## config.mk

```make
export PLATFORM = sky130hd
export DESIGN_NAME = fifo_read_controller
export DESIGN_NICKNAME = d
export VERILOG_FILES = /design/src/rtl/fifo_pkg.sv /design/src/rtl/pointer_synchronizer.sv /design/src/rtl/fifo_read_controller.sv
export SDC_FILE = /design/constraint.sdc
export NUM_CORES = 1
export LEC_CHECK = 0
export CORE_MARGIN = 1.5
export CORE_UTILIZATION = 40
export CTS_BUF_LIST = sky130_fd_sc_hd__clkbuf_4
export DETAILED_ROUTE_END_ITERATION = 12
export PLACE_DENSITY_LB_ADDON = 0.2
export SLEW_MARGIN = 0
export SYNTH_ARGS = -nofsm -noshare
export SYNTH_HDL_FRONTEND = slang
export SYNTH_SLANG_ARGS = --single-unit
```

## constraint.sdc

```tcl
create_clock -name clock -period 3 [get_ports clock]
set_input_delay 0.45 -clock clock [delete_from_list [all_inputs] [get_ports clock]]
set_output_delay 0.45 -clock clock [all_outputs]
set_load 0.005 [all_outputs]
```

## src/rtl/fifo_pkg.sv

```systemverilog
// ---------------------------------------------------------------------------
// fifo_pkg
//   Shared helpers for the dual-clock FIFO (read and write controllers).
//   - ptr_width : pointer width for a given RAM address width (one extra MSB
//                 distinguishes full from empty).
//   - bin2gray / gray2bin : code conversion on a wide container. Callers
//                 zero-extend their pointer and cast the result back down.
//                 Both conversions are exact under zero extension.
// ---------------------------------------------------------------------------
package fifo_pkg;

    localparam int GRAY_MAX_W = 32;

    function automatic int ptr_width(input int address_width);
        return address_width + 1;
    endfunction

    function automatic logic [GRAY_MAX_W-1:0] bin2gray(input logic [GRAY_MAX_W-1:0] bin);
        return bin ^ (bin >> 1);
    endfunction

    function automatic logic [GRAY_MAX_W-1:0] gray2bin(input logic [GRAY_MAX_W-1:0] gray);
        logic [GRAY_MAX_W-1:0] bin;
        bin[GRAY_MAX_W-1] = gray[GRAY_MAX_W-1];
        for (int i = GRAY_MAX_W - 2; i >= 0; i--) begin
            bin[i] = bin[i+1] ^ gray[i];
        end
        return bin;
    endfunction

endpackage

```

## src/rtl/pointer_synchronizer.sv

```systemverilog
// ---------------------------------------------------------------------------
// pointer_synchronizer
//   Two-flop synchronizer for a Gray-coded pointer crossing into the
//   clock domain. Only one bit changes per source increment, so a
//   bus-wide flop pair is safe.
//   Ports:
//     clock     in   destination-domain clock
//     reset_n   in   asynchronous active-low reset
//     async_in  in   WIDTH  Gray pointer from the other domain
//     sync_out  out  WIDTH  synchronized pointer (two clocks of latency)
// ---------------------------------------------------------------------------
module pointer_synchronizer #(
    parameter int WIDTH = 5
) (
    input  logic             clock,
    input  logic             reset_n,
    input  logic [WIDTH-1:0] async_in,
    output logic [WIDTH-1:0] sync_out
);

    logic [WIDTH-1:0] stage1;

    always_ff @(posedge clock or negedge reset_n) begin
        if (!reset_n) begin
            stage1   <= '0;
            sync_out <= '0;
        end else begin
            stage1   <= async_in;
            sync_out <= stage1;
        end
    end

endmodule

```

## src/rtl/fifo_read_controller.sv

```systemverilog
// ---------------------------------------------------------------------------
// fifo_read_controller
//   Read side of the dual-clock FIFO. Owns the read pointer and empty flag,
//   addresses the RAM, and registers the RAM word into a first-word-fall-
//   through valid/ready output stage.
//   Ports:
//     clock              in   read-domain clock
//     reset_n            in   asynchronous active-low reset
//     write_pointer_gray in   AW+1  Gray write pointer (asynchronous)
//     ram_read_data      in   DW    combinational RAM data at read_address
//     read_ready         in   consumer accepts output_data
//     read_address       out  AW    RAM read address
//     read_pointer_gray  out  AW+1  registered Gray read pointer
//     empty              out  no unread word left in the RAM
//     output_valid       out  output_data holds a word
//     output_data        out  DW    head-of-FIFO word
//     fill_level         out  AW+1  words in RAM not yet loaded
// ---------------------------------------------------------------------------
module fifo_read_controller
    import fifo_pkg::*;
#(
    parameter int DATA_WIDTH    = 32,
    parameter int ADDRESS_WIDTH = 4
) (
    input  logic                       clock,
    input  logic                       reset_n,
    input  logic [ADDRESS_WIDTH:0]     write_pointer_gray,
    input  logic [DATA_WIDTH-1:0]      ram_read_data,
    input  logic                       read_ready,
    output logic [ADDRESS_WIDTH-1:0]   read_address,
    output logic [ADDRESS_WIDTH:0]     read_pointer_gray,
    output logic                       empty,
    output logic                       output_valid,
    output logic [DATA_WIDTH-1:0]      output_data,
    output logic [ADDRESS_WIDTH:0]     fill_level
);

    localparam int PW = ptr_width(ADDRESS_WIDTH);

    logic [PW-1:0] read_pointer_binary;
    logic [PW-1:0] read_pointer_binary_next;
    logic [PW-1:0] read_pointer_gray_next;
    logic [PW-1:0] write_pointer_sync_gray;
    logic [PW-1:0] write_pointer_sync_binary;
    logic          load;

    pointer_synchronizer #(
        .WIDTH (PW)
    ) u_write_pointer_sync (
        .clock    (clock),
        .reset_n  (reset_n),
        .async_in (write_pointer_gray),
        .sync_out (write_pointer_sync_gray)
    );

    // Output stage refills whenever it is empty or being drained, so a
    // continuously-ready consumer sees one word per clock.
    always_comb begin
        load                      = !empty && (!output_valid || read_ready);
        read_pointer_binary_next  = read_pointer_binary + PW'(load);
        read_pointer_gray_next    = PW'(bin2gray(GRAY_MAX_W'(read_pointer_binary_next)));
        write_pointer_sync_binary = PW'(gray2bin(GRAY_MAX_W'(write_pointer_sync_gray)));
    end

    assign read_address = read_pointer_binary[ADDRESS_WIDTH-1:0];

    // empty and fill_level look at the post-load pointer, so a load and a
    // write-pointer advance in the same cycle both count. Comparing against
    // the synchronized (late) write pointer means empty can only be
    // pessimistic.
    always_ff @(posedge clock or negedge reset_n) begin
        if (!reset_n) begin
            read_pointer_binary <= '0;
            read_pointer_gray   <= '0;
            empty               <= 1'b1;
            fill_level          <= '0;
            output_valid        <= 1'b0;
            output_data         <= '0;
        end else begin
            read_pointer_binary <= read_pointer_binary_next;
            read_pointer_gray   <= read_pointer_gray_next;
            empty               <= (read_pointer_gray_next == write_pointer_sync_gray);
            fill_level          <= write_pointer_sync_binary - read_pointer_binary_next;
            if (load) begin
                output_data  <= ram_read_data;
                output_valid <= 1'b1;
            end else if (output_valid && read_ready) begin
                output_valid <= 1'b0;
            end
        end
    end

endmodule
```

==> metrics.yaml <==
syn_avg_cell_area_um2: 15.5
clkSinkCount: 58
period_minus_slack_ps: 2810
cts_buffer_depth: 2
die_x_um: 78.6
grt_max_degree: 43
crit_required_ps: 3300
hold-worst-slack_ps: 176
yosys-top-cells-area: "dfrtp_1, mux2_2, xnor2_1"
vias: 1481
io_pins: 88
grt_util_all_layers_pct: 16.1
timing.final.crit_share_pct: 93.7
numCtsBuffers: 9
grt_antenna_before_repair: 0
gp_congestion: 0.741
skew_ps: 18.3
cp-end-kind: "register"
portBuffers: 87
worstMarginPinSlew_ps: 894
slew_headroom_pct: 40.4
cts_resized: 0
core-area_mm2: 0.00551
ys_seq_elements: 58
drt_first_pass_iters: 4
leakage_nw: 1.43
antenna_cells: 0
post-dp-hpwl_um: 3160
ys_types: 27
clk_pin_slew_ps: 100
power_density_mw_per_mm2: 910
cp-start-kind: "register"
hold_viol_final: 0
clock_latency_ps: 400
vdd_ir_drop_max_uv: 455
post_cts_buffers: 0
rows: 27
grt_setup_unrepaired: "false"
tns_ps: 0
placedInstanceArea_mm2: 0.00327
fill_cells: 448
die-area_mm2: 0.00618
worstPathCellList: "xnor2_1, xnor2_1, xor2_1, xnor2_1, ha_1, inv_1, fa_1, a21oi_1, maj3_1, xnor2_1"
grt_pass1_wl_um: 7120
cpMostUsedCell: "xnor2_1"
layout-drive-gt1-share_pct: 21.6
netlist_instances: 148
clock.fmax_mhz: 356
area_delta_synth_final_pct: 47.2
antenna_left: 0
drc: 0
cp_max_fo: 3
path_class: "reg -> reg"
yosys.area.top_type: "dfrtp_1"
synth.net_count: 194
yosysTopAreaCellShare_pct: 62.3
drt-initial-drc-count: 74
root_buffer: "clkbuf_4"
slowest_stage: "dfrtp_1"
final_common_cell: "clkdlybuf4s50_1"
fin_nets: 292
slew_viol_final: 0
hold_path_class: "in -> async"
viasPerCell: 4.60
die_h_um: 78.6
cap_viol_max_count: 0
grt-ovfl-total: 0
final_area_mm2: 0.00337
yosys_warnings: 0
syn_area_mm2: 0.00229
cts_tree: "built"
setup_viol: 0
critPathMaxStageDelay_ps: 410
floorplan.initialDensity_pct: 41.6
ctsHoldBuffers: 0
status: "finished, final reports clean"
wirelength_um: 4380
grt_pass1_vias: 1514
yosysSeqAreaShare_pct: 63.5
final_cell_mix: "clkdlybuf4s50_1, dfrtp_1, mux2_2"
cts_max_level: 3
wl_per_cell_um: 13.6
crit_arrival_ps: 3110
Yosys cell counts:
cell type	n
clkbuf_1	1
a31oi_1	1
o21ai_0	2
a211oi_2	1
a21boi_0	2
xnor3_2	1
xor2_1	7
and2_1	1
dfrtp_1	57
mux2i_1	1
ha_1	5
o21a_1	1
fa_1	1
buf_2	3
maj3_1	1
nor2_1	2
and4b_1	1
xor3_1	1
mux2_2	32
or3_1	1
a21o_1	1
nand2_1	1
a21oi_1	3
nand3_1	2
xnor2_1	12
dfstp_2	1
inv_1	6
sequential cells by signal, summed over array words and instances (netlist names):
name,flops
empty,1
fill_level,5
output_data,32
output_valid,1
read_pointer_binary,5
read_pointer_gray,4
u_write_pointer_sync.stage1,5
u_write_pointer_sync.sync_out,5
critical path, delay by kind of cell, from the launching register on:
kind,cells,cell delay [ps]
buf+inv,1,60
xor+xnor,5,1300
fa+ha+maj,3,760
compound gates,1,180
flops,1,410
cell families after synthesis:
family / Yosys count / synth area share, %
AO/OA/AOI/OAI: 11 / 3.23
XOR/XNOR: 21 / 9.35
adder cells (fa/ha/maj): 7 / 4.05
buffers and inverters: 10 / 1.80
flip-flops: 58 / 63.5
multiplexers: 33 / 16.2
AND/OR/NAND/NOR: 8 / 1.91
layout make-up:
cell class | count | area, um^2 | share of cell area [%]
Sequential cell | 58 | 1450 | 43.1
Timing Repair Buffer | 91 | 896 | 26.6
Multi-Input combinational cell | 80 | 806 | 23.9
Tap cell | 72 | 90.1 | 2.67
Clock buffer | 11 | 82.6 | 2.45
Inverter | 6 | 22.5 | 0.668
Clock inverter | 4 | 20.0 | 0.594
report_power, final:
| part | total (mW) | leakage (nW) | internal (mW) | switching (mW) |
|---|---|---|---|---|
| clock | 0.445 | 0.0578 | 0.178 | 0.267 |
| combinational | 1.42 | 0.701 | 0.898 | 0.526 |
| sequential | 1.20 | 0.672 | 1.05 | 0.149 |
metrics by stage:
| stage | total power [mW] | util, % | setup slack (ps) | std cells |
|---|---|---|---|---|
| floorplan | 1.94 | - | 243 | 148 |
| global placement | 2.63 | 59.3 | 202 | 307 |
| detailed placement | 2.66 | 59.3 | 124 | 307 |
| CTS | 3.12 | 61.2 | 176 | 322 |
| global route | 3.31 | 61.2 | 56.3 | 322 |
| finish | 3.07 | 61.2 | 189 | 322 |
path summary, 6_finish.rpt:
| path | from | cells past startpoint | slack, ps | to |
|---|---|---|---|---|
| setup / recovery | u_write_pointer_sync.sync_out[4] | 10 | 190 | fill_level[4] |
| hold / removal | reset_n | 1 | 180 | output_data[23] |
| setup reg to reg | u_write_pointer_sync.sync_out[4] | 10 | 190 | fill_level[4] |
| hold reg to reg | u_write_pointer_sync.stage1[3] | 0 | 360 | u_write_pointer_sync.sync_out[3] |
| max in group asynchronous | reset_n | 2 | 2100 | u_write_pointer_sync.sync_out[0] |
| min in group clock | u_write_pointer_sync.stage1[3] | 0 | 360 | u_write_pointer_sync.sync_out[3] |
layer usage:
layer / up-vias / wire [um] / share of wire [%] / global-route usage (%)
li1: 703 / - / - / -
met1: 719 / 1730 / 39 / 17.9
met2: 54 / 2210 / 50 / 24.9
met3: 5 / 382 / 8.7 / 10.3
met4: 0 / 61 / 1.4 / 5.89
met5: - / 0 / 0 / 0
Note: power is estimated with default switching activity, not from simulation.
